[src/rtl/vga_capture_if.sv]
// Sync/colour stream into the capture block and
// pixel write bus out of it towards the frame buffer.
interface vga_capture_if;
  logic        hs;
  logic        vs;
  logic [11:0] rgb;
  logic        wr_en;
  logic [9:0]  wr_x;
  logic [9:0]  wr_y;
  logic [11:0] wr_data;
  logic        frame_start;

  modport master (
    input  hs, vs, rgb,
    output wr_en, wr_x, wr_y, wr_data, frame_start
  );

  modport slave (
    output hs, vs, rgb,
    input  wr_en, wr_x, wr_y, wr_data, frame_start
  );
endinterface

[src/rtl/vga_capture.sv]
// VGA receiver: recovers pixel coordinates from sync edges,
// locks after one clean frame and emits per-pixel writes.
module vga_capture #(
  parameter int H_TOTAL  = 800,
  parameter int H_LEFT   = 144,
  parameter int H_ACTIVE = 640,
  parameter int V_TOTAL  = 525,
  parameter int V_TOP    = 35,
  parameter int V_ACTIVE = 480
) (
  input  logic          clk,
  input  logic          rstn,
  vga_capture_if.master bus,
  output logic          locked,
  output logic [9:0]    h_last,
  output logic [9:0]    v_last,
  output logic [7:0]    err_cnt
);

  localparam logic [9:0] HT1 = 10'(H_TOTAL - 1);
  localparam logic [9:0] HL  = 10'(H_LEFT);
  localparam logic [9:0] HE  = 10'(H_LEFT + H_ACTIVE);
  localparam logic [9:0] VT1 = 10'(V_TOTAL - 1);
  localparam logic [9:0] VTP = 10'(V_TOP);
  localparam logic [9:0] VE  = 10'(V_TOP + V_ACTIVE);
  localparam logic [9:0] SAT = 10'h3FF;

  typedef enum logic [1:0] {
    SEARCH,
    ALIGN,
    LOCKED
  } state_t;

  state_t      state;
  state_t      state_nx;
  logic        hs_r;
  logic        vs_r;
  logic [11:0] rgb_r;
  logic [9:0]  hcnt;
  logic [9:0]  vcnt;
  logic        hs_rise;
  logic        vs_rise;
  logic        e_line;
  logic        e_frame;
  logic        e_align;
  logic        e_stuck;
  logic        e_any;
  logic        cap;
  logic        cap_org;
  logic        err_inc;
  logic        locked_nx;

  assign hs_rise = bus.hs & ~hs_r;
  assign vs_rise = bus.vs & ~vs_r;
  assign e_line  = hs_rise && (hcnt != HT1);
  assign e_frame = vs_rise && (vcnt != VT1);
  assign e_align = vs_rise && !hs_rise;
  assign e_stuck = (hcnt == SAT);
  assign e_any   = e_line | e_frame | e_align | e_stuck;

  always_ff @(posedge clk or negedge rstn) begin
    if (!rstn) begin
      state <= SEARCH;
    end else begin
      state <= state_nx;
    end
  end

  always_comb begin
    state_nx = state;
    unique case (state)
      SEARCH: begin
        if (hs_rise && vs_rise) state_nx = ALIGN;
      end
      ALIGN: begin
        if (e_line || e_align || e_stuck) begin
          state_nx = SEARCH;
        end else if (hs_rise && vs_rise) begin
          state_nx = e_frame ? ALIGN : LOCKED;
        end
      end
      LOCKED: begin
        if (e_any) state_nx = SEARCH;
      end
      default: state_nx = SEARCH;
    endcase
  end

  // capture decisions use the state held before this edge
  always_comb begin
    cap = (state == LOCKED)
        && (hcnt >= HL) && (hcnt < HE)
        && (vcnt >= VTP) && (vcnt < VE);
    cap_org   = cap && (hcnt == HL) && (vcnt == VTP);
    err_inc   = (state == LOCKED) && e_any;
    locked_nx = (state_nx == LOCKED);
  end

  always_ff @(posedge clk or negedge rstn) begin
    if (!rstn) begin
      hs_r  <= 1'b0;
      vs_r  <= 1'b0;
      rgb_r <= 12'h000;
      hcnt  <= SAT;
      vcnt  <= SAT;
    end else begin
      hs_r  <= bus.hs;
      vs_r  <= bus.vs;
      rgb_r <= bus.rgb;
      if (hs_rise) begin
        hcnt <= 10'd0;
      end else if (hcnt != SAT) begin
        hcnt <= hcnt + 10'd1;
      end
      if (hs_rise) begin
        if (vs_rise) begin
          vcnt <= 10'd0;
        end else if (vcnt != SAT) begin
          vcnt <= vcnt + 10'd1;
        end
      end
    end
  end

  always_ff @(posedge clk or negedge rstn) begin
    if (!rstn) begin
      h_last  <= 10'd0;
      v_last  <= 10'd0;
      err_cnt <= 8'd0;
      locked  <= 1'b0;
    end else begin
      if (hs_rise) h_last <= hcnt;
      if (vs_rise) v_last <= vcnt;
      if (err_inc && err_cnt != 8'hFF) begin
        err_cnt <= err_cnt + 8'd1;
      end
      locked <= locked_nx;
    end
  end

  always_ff @(posedge clk or negedge rstn) begin
    if (!rstn) begin
      bus.wr_en       <= 1'b0;
      bus.wr_x        <= SAT;
      bus.wr_y        <= SAT;
      bus.wr_data     <= 12'h000;
      bus.frame_start <= 1'b0;
    end else begin
      bus.wr_en       <= cap;
      bus.wr_x        <= cap ? hcnt - HL : SAT;
      bus.wr_y        <= cap ? vcnt - VTP : SAT;
      bus.wr_data     <= cap ? rgb_r : 12'h000;
      bus.frame_start <= cap_org;
    end
  end

endmodule

[src/flat_wrapper.sv]
// flat-port wrapper written by rule: the top's interface ports become plain ports
module vga_capture_flat 
#(
  parameter int H_TOTAL  = 800,
  parameter int H_LEFT   = 144,
  parameter int H_ACTIVE = 640,
  parameter int V_TOTAL  = 525,
  parameter int V_TOP    = 35,
  parameter int V_ACTIVE = 480
)
  (clk, rstn, locked, h_last, v_last, err_cnt, bus_hs, bus_vs, bus_rgb, bus_wr_en, bus_wr_x, bus_wr_y, bus_wr_data, bus_frame_start);
  vga_capture_if bus_i ();
  input  logic clk;
  input  logic rstn;
  output logic locked;
  output logic [9:0] h_last;
  output logic [9:0] v_last;
  output logic [7:0] err_cnt;
  input wire logic [$bits(bus_i.hs)-1:0] bus_hs;
  input wire logic [$bits(bus_i.vs)-1:0] bus_vs;
  input wire logic [$bits(bus_i.rgb)-1:0] bus_rgb;
  output wire logic [$bits(bus_i.wr_en)-1:0] bus_wr_en;
  output wire logic [$bits(bus_i.wr_x)-1:0] bus_wr_x;
  output wire logic [$bits(bus_i.wr_y)-1:0] bus_wr_y;
  output wire logic [$bits(bus_i.wr_data)-1:0] bus_wr_data;
  output wire logic [$bits(bus_i.frame_start)-1:0] bus_frame_start;
  assign bus_i.hs = bus_hs;
  assign bus_i.vs = bus_vs;
  assign bus_i.rgb = bus_rgb;
  assign bus_wr_en = bus_i.wr_en;
  assign bus_wr_x = bus_i.wr_x;
  assign bus_wr_y = bus_i.wr_y;
  assign bus_wr_data = bus_i.wr_data;
  assign bus_frame_start = bus_i.frame_start;
  vga_capture #(.H_TOTAL(H_TOTAL), .H_LEFT(H_LEFT), .H_ACTIVE(H_ACTIVE), .V_TOTAL(V_TOTAL), .V_TOP(V_TOP), .V_ACTIVE(V_ACTIVE)) u_core (.clk(clk), .rstn(rstn), .bus(bus_i), .locked(locked), .h_last(h_last), .v_last(v_last), .err_cnt(err_cnt));
endmodule
[config.mk]
export PLATFORM = sky130hd
export DESIGN_NAME = vga_capture_flat
export DESIGN_NICKNAME = d
export VERILOG_FILES = /design/src/rtl/vga_capture_if.sv /design/src/rtl/vga_capture.sv /design/src/flat_wrapper.sv
export SDC_FILE = /design/constraint.sdc
export NUM_CORES = 1
export LEC_CHECK = 0
export ABC_CLOCK_PERIOD_IN_PS = 2100
export CORE_MARGIN = 2
export CORE_UTILIZATION = 40
export CTS_CLUSTER_DIAMETER = 100
export DETAILED_ROUTE_END_ITERATION = 7
export DONT_BUFFER_PORTS = 1
export PLACE_DENSITY = 0.54
export SLEW_MARGIN = 20
export SYNTH_ARGS = -nofsm -noshare
export SYNTH_HDL_FRONTEND = slang
export SYNTH_SLANG_ARGS = --single-unit
[constraint.sdc]
create_clock -name clk -period 2.1 [get_ports clk]
set_input_delay 0.42 -clock clk [delete_from_list [all_inputs] [get_ports clk]]
set_output_delay 0.42 -clock clk [all_outputs]
set_load 0.1 [all_outputs]
==> summary.md <==
| Metric | Value |
|---|---|
| Num CTS Buffers | `9` |
| Pwr Density | `869.4 nW/um^2` |
| Row count | `37` |
| Starting density of the core | `41.05%` |
| Cells after Synth | `395` |
| Setup WS pre-CTS | `0.02491 ns` |
| Syn_area_per_cell | `10.68 sq um` |
| Complex-gate fraction of the synthesized area | `7.028%` |
| Final setup fails | `0` |
| Vias/cell | `4.888` |
| Tot Pwr | `0.004437 W` |
| Failing checks | `hold timing` |
| Ys Warns | `0` |
| Mapped Nets | `419` |
| Port bufs | `0` |
| Worst-path clk slew | `0.11 ns` |
| WP data required | `2.36 ns` |
| Final Hold Fails | `99` |
| Yosys cell types | `47` |
| Setup TNS | `0 ns` |
| Remaining DRCs | `0` |
| Largest family of logic cells by synthesized area | `simple AND/OR/NAND/NOR gates` |
| Layout cells sized above 1 | `31.97%` |
| DP HPWL | `6099 um` |
| Total GRT Usage | `16.43%` |
| Core ar. | `10280 sq um` |
| Nets | `482` |
| CTS tree | `yes` |
| Mux cell area share after synthesis | `0.8600%` |
| Critical path peak fanout | `4` |
| Final Max Slew Viols | `0` |
| Antenna violations before repair | `0` |
| Cell count after placement | `583` |
| Status | `finished with violations` |
| Leak pwr | `2.308 nW` |
| RSZ-0062 raised after global routing | `true` |
| Area grow syn2layout | `20.97%` |
| Total wire length | `8848 um` |
| Top cell type's share of synthesized area | `34.99%` |
| Leading area contributor after synthesis | `dfrtp_1` |
| Final worst slack | `0.06786 ns` |
| Vias in the first global route | `2884` |
| Multi-input combinational cell area | `1579 sq um` |
| Clock Tree Buf Depth | `2` |
| Adder-cell share of the synthesized area | `2.372%` |
| Final worst-path cycle share | `96.77%` |
| Worst setup EP type | `flop` |
| Finished Layout Cells | `599` |
| Worst clock skew | `0.01426 ns` |
| Routed Antenna Nets | `0` |
| Synth top cells by count | `81 x nand2_1, 59 x dfrtp_1, 40 x dfstp_2` |
| Largest net degree at the start of global routing | `100` |
| GP Congestion | `0.9089` |
| R2R setup slack | `0.07 ns` |
| Via count | `2928` |
| Worst skew pair latency | `0.37 ns` |
| TritonCTS Sinks | `99` |
| Worst vdd ir | `497.3 uV` |
| Root Buffer | `clkbuf_8` |
| Area contributors post-synth | `dfrtp_1 35%, dfstp_2 25%, nand2_1 7.2%, xnor2_1 2.5%, xor2_1 2.5%` |
| H-tree depth | `3` |
| Hold WC Path Type | `primary input to asynchronous set/reset pin` |
| DIE AREA | `11380 sq um` |
| Post-synth top flop | `dfrtp_1` |
| First-pass GRT wire length | `14730 um` |
| Hold Slack | `-0.2661 ns` |
| Count leader, synth | `nand2_1` |
| GRT overflow | `0` |
| Min cycle time layout | `2.032 ns` |
| Layout fillers | `977` |
| Max Clk Rate | `492.1 MHz` |
| Worst Tran Pin Value | `0.5834 ns` |
| Die W | `106.7 um` |
| Data arrival, critical path | `2.29 ns` |
| DR iter-0 viols | `158` |
| Startpoint class of the critical path | `flop` |
| Worst Setup Path Type | `flop to flop` |
| Post-synth ARST share | `100.0%` |
| Wire per inst | `14.77 um` |
| IO Count | `79` |
| Flops & latches, synth | `99` |
| Max_cap viols | `0` |
| Die H | `106.7 um` |
| Setup Buffers After CTS | `0` |
| Register area share after synthesis | `59.91%` |
| XOR/XNOR Fraction of Synth Area | `4.982%` |
| Post-Syn Area | `4219 sq um` |
| Simple-Gate Fraction of Synth Area | `21.35%` |
| Number of synthesized flops with an enable pin | `0` |
| Total area of sequential cells | `2530 sq um` |
| Diodes inserted | `0` |
| Relative slew slack | `61.02%` |
| DR pass1 iterations | `4` |
## through the flow
| stage | cell area (sq um) | hold WS [ns] | util (%) |
|---|---|---|---|
| 6_report | 5104 | -0.2661 | 49.66 |
| 5_1_grt | 5104 | -0.2966 | 49.66 |
| 4_1_cts | 5072 | -0.2824 | 49.35 |
| 3_5_place_dp | 4852 | 0.1268 | 47.21 |
| 3_3_place_gp | 4852 | 0.1273 | 47.21 |
| 2_1_floorplan | 4237 | 0.1244 | - |
## cell usage in the layout, fill, tap and decap left out, drive strengths merged, types with 9 or more instances in the layout
cell type  netlist  layout
inv              8      10
and2            13      13
dfstp           40      40
dfrtp           59      59
buf             13      75
nand3           12      12
xor2            12      12
clkbuf          10       9
nand2           81      81
nand2b           9       9
xnor2           12      12
o21ai           22      22
nor3            14      14
nor2            27      27
## per-layer routing
metal  up-vias  global-route usage, %  share of wire, %  wire length (um)
li1       1428                      -                 -                 -
met1      1421                  22.05                45              4015
met2        67                  26.16                48              4287
met3        12                  3.283               4.4               389
met4         0                  6.679               1.8               155
met5         -                      0                 0                 0
## registers in the layout, indices dropped and copies added, names as in the netlist
register	count
u_core.bus.wr_data	12
u_core.rgb_r	12
u_core.bus.wr_x	10
u_core.bus.wr_y	10
u_core.h_last	10
u_core.hcnt	10
u_core.v_last	10
u_core.vcnt	10
u_core.err_cnt	8
u_core.state	2
u_core.bus.frame_start	1
u_core.bus.wr_en	1
u_core.hs_r	1
u_core.locked	1
u_core.vs_r	1
## where the power goes
group          switching (W)  leakage [nW]  total, W  internal, W
combinational       0.000699          1.04  0.000983     0.000284
sequential         0.0000739          1.17   0.00214      0.00206
clock               0.000734         0.106   0.00132     0.000581
total                0.00151          2.31   0.00444      0.00293
## layout make-up
cell class                 count  area share (%)
inverter                       8          0.5884
clock inverter                 7           1.888
sequential                    99           49.57
multi-input combinational    265           30.94
tap                          136           3.334
clock buffer                   9           2.427
timing repair buffer          75           11.25
## kinds of logic (layout without fill, tap and decap cells)
| family | Yosys count | in the layout |
|---|---|---|
| and+or+nand+nor | 186 | 186 |
| DFF | 99 | 99 |
| AOI/OAI and AO/OA | 44 | 44 |
| buffers and inverters | 31 | 99 |
| xor gates and xnor gates | 24 | 24 |
| adders and majority gates | 8 | 8 |
| muxes | 3 | 3 |
## critical path, stage by stage (launching register included)
cell and delay (ns):
dfstp_2 0.58, ha_4 0.14, nand3_2 0.10, o311ai_4 0.33, a2bb2oi_4 0.11, or4_4 0.54
xnor2_1 0.13
## path summary, 6_finish.rpt
kind / from / end / depth (start not counted)
max: u_core.hcnt[4] / u_core.err_cnt[7] / 6
min: rstn / u_core.v_last[3] / 0
max reg2reg: u_core.hcnt[4] / u_core.err_cnt[7] / 6
min reg2reg: u_core.rgb_r[4] / u_core.bus.wr_data[4] / 1
max in group asynchronous: rstn / u_core.bus.wr_x[6] / 0
min in group clk: bus_rgb[2] / u_core.rgb_r[2] / 0
## repair_timing
item | 4_1_cts | 5_1_grt
gates resized for setup | 0 | 8
setup endpoints to repair | 0 | 18
hold endpoints to repair | 99 | 99
(Power assumes the default switching activity.)
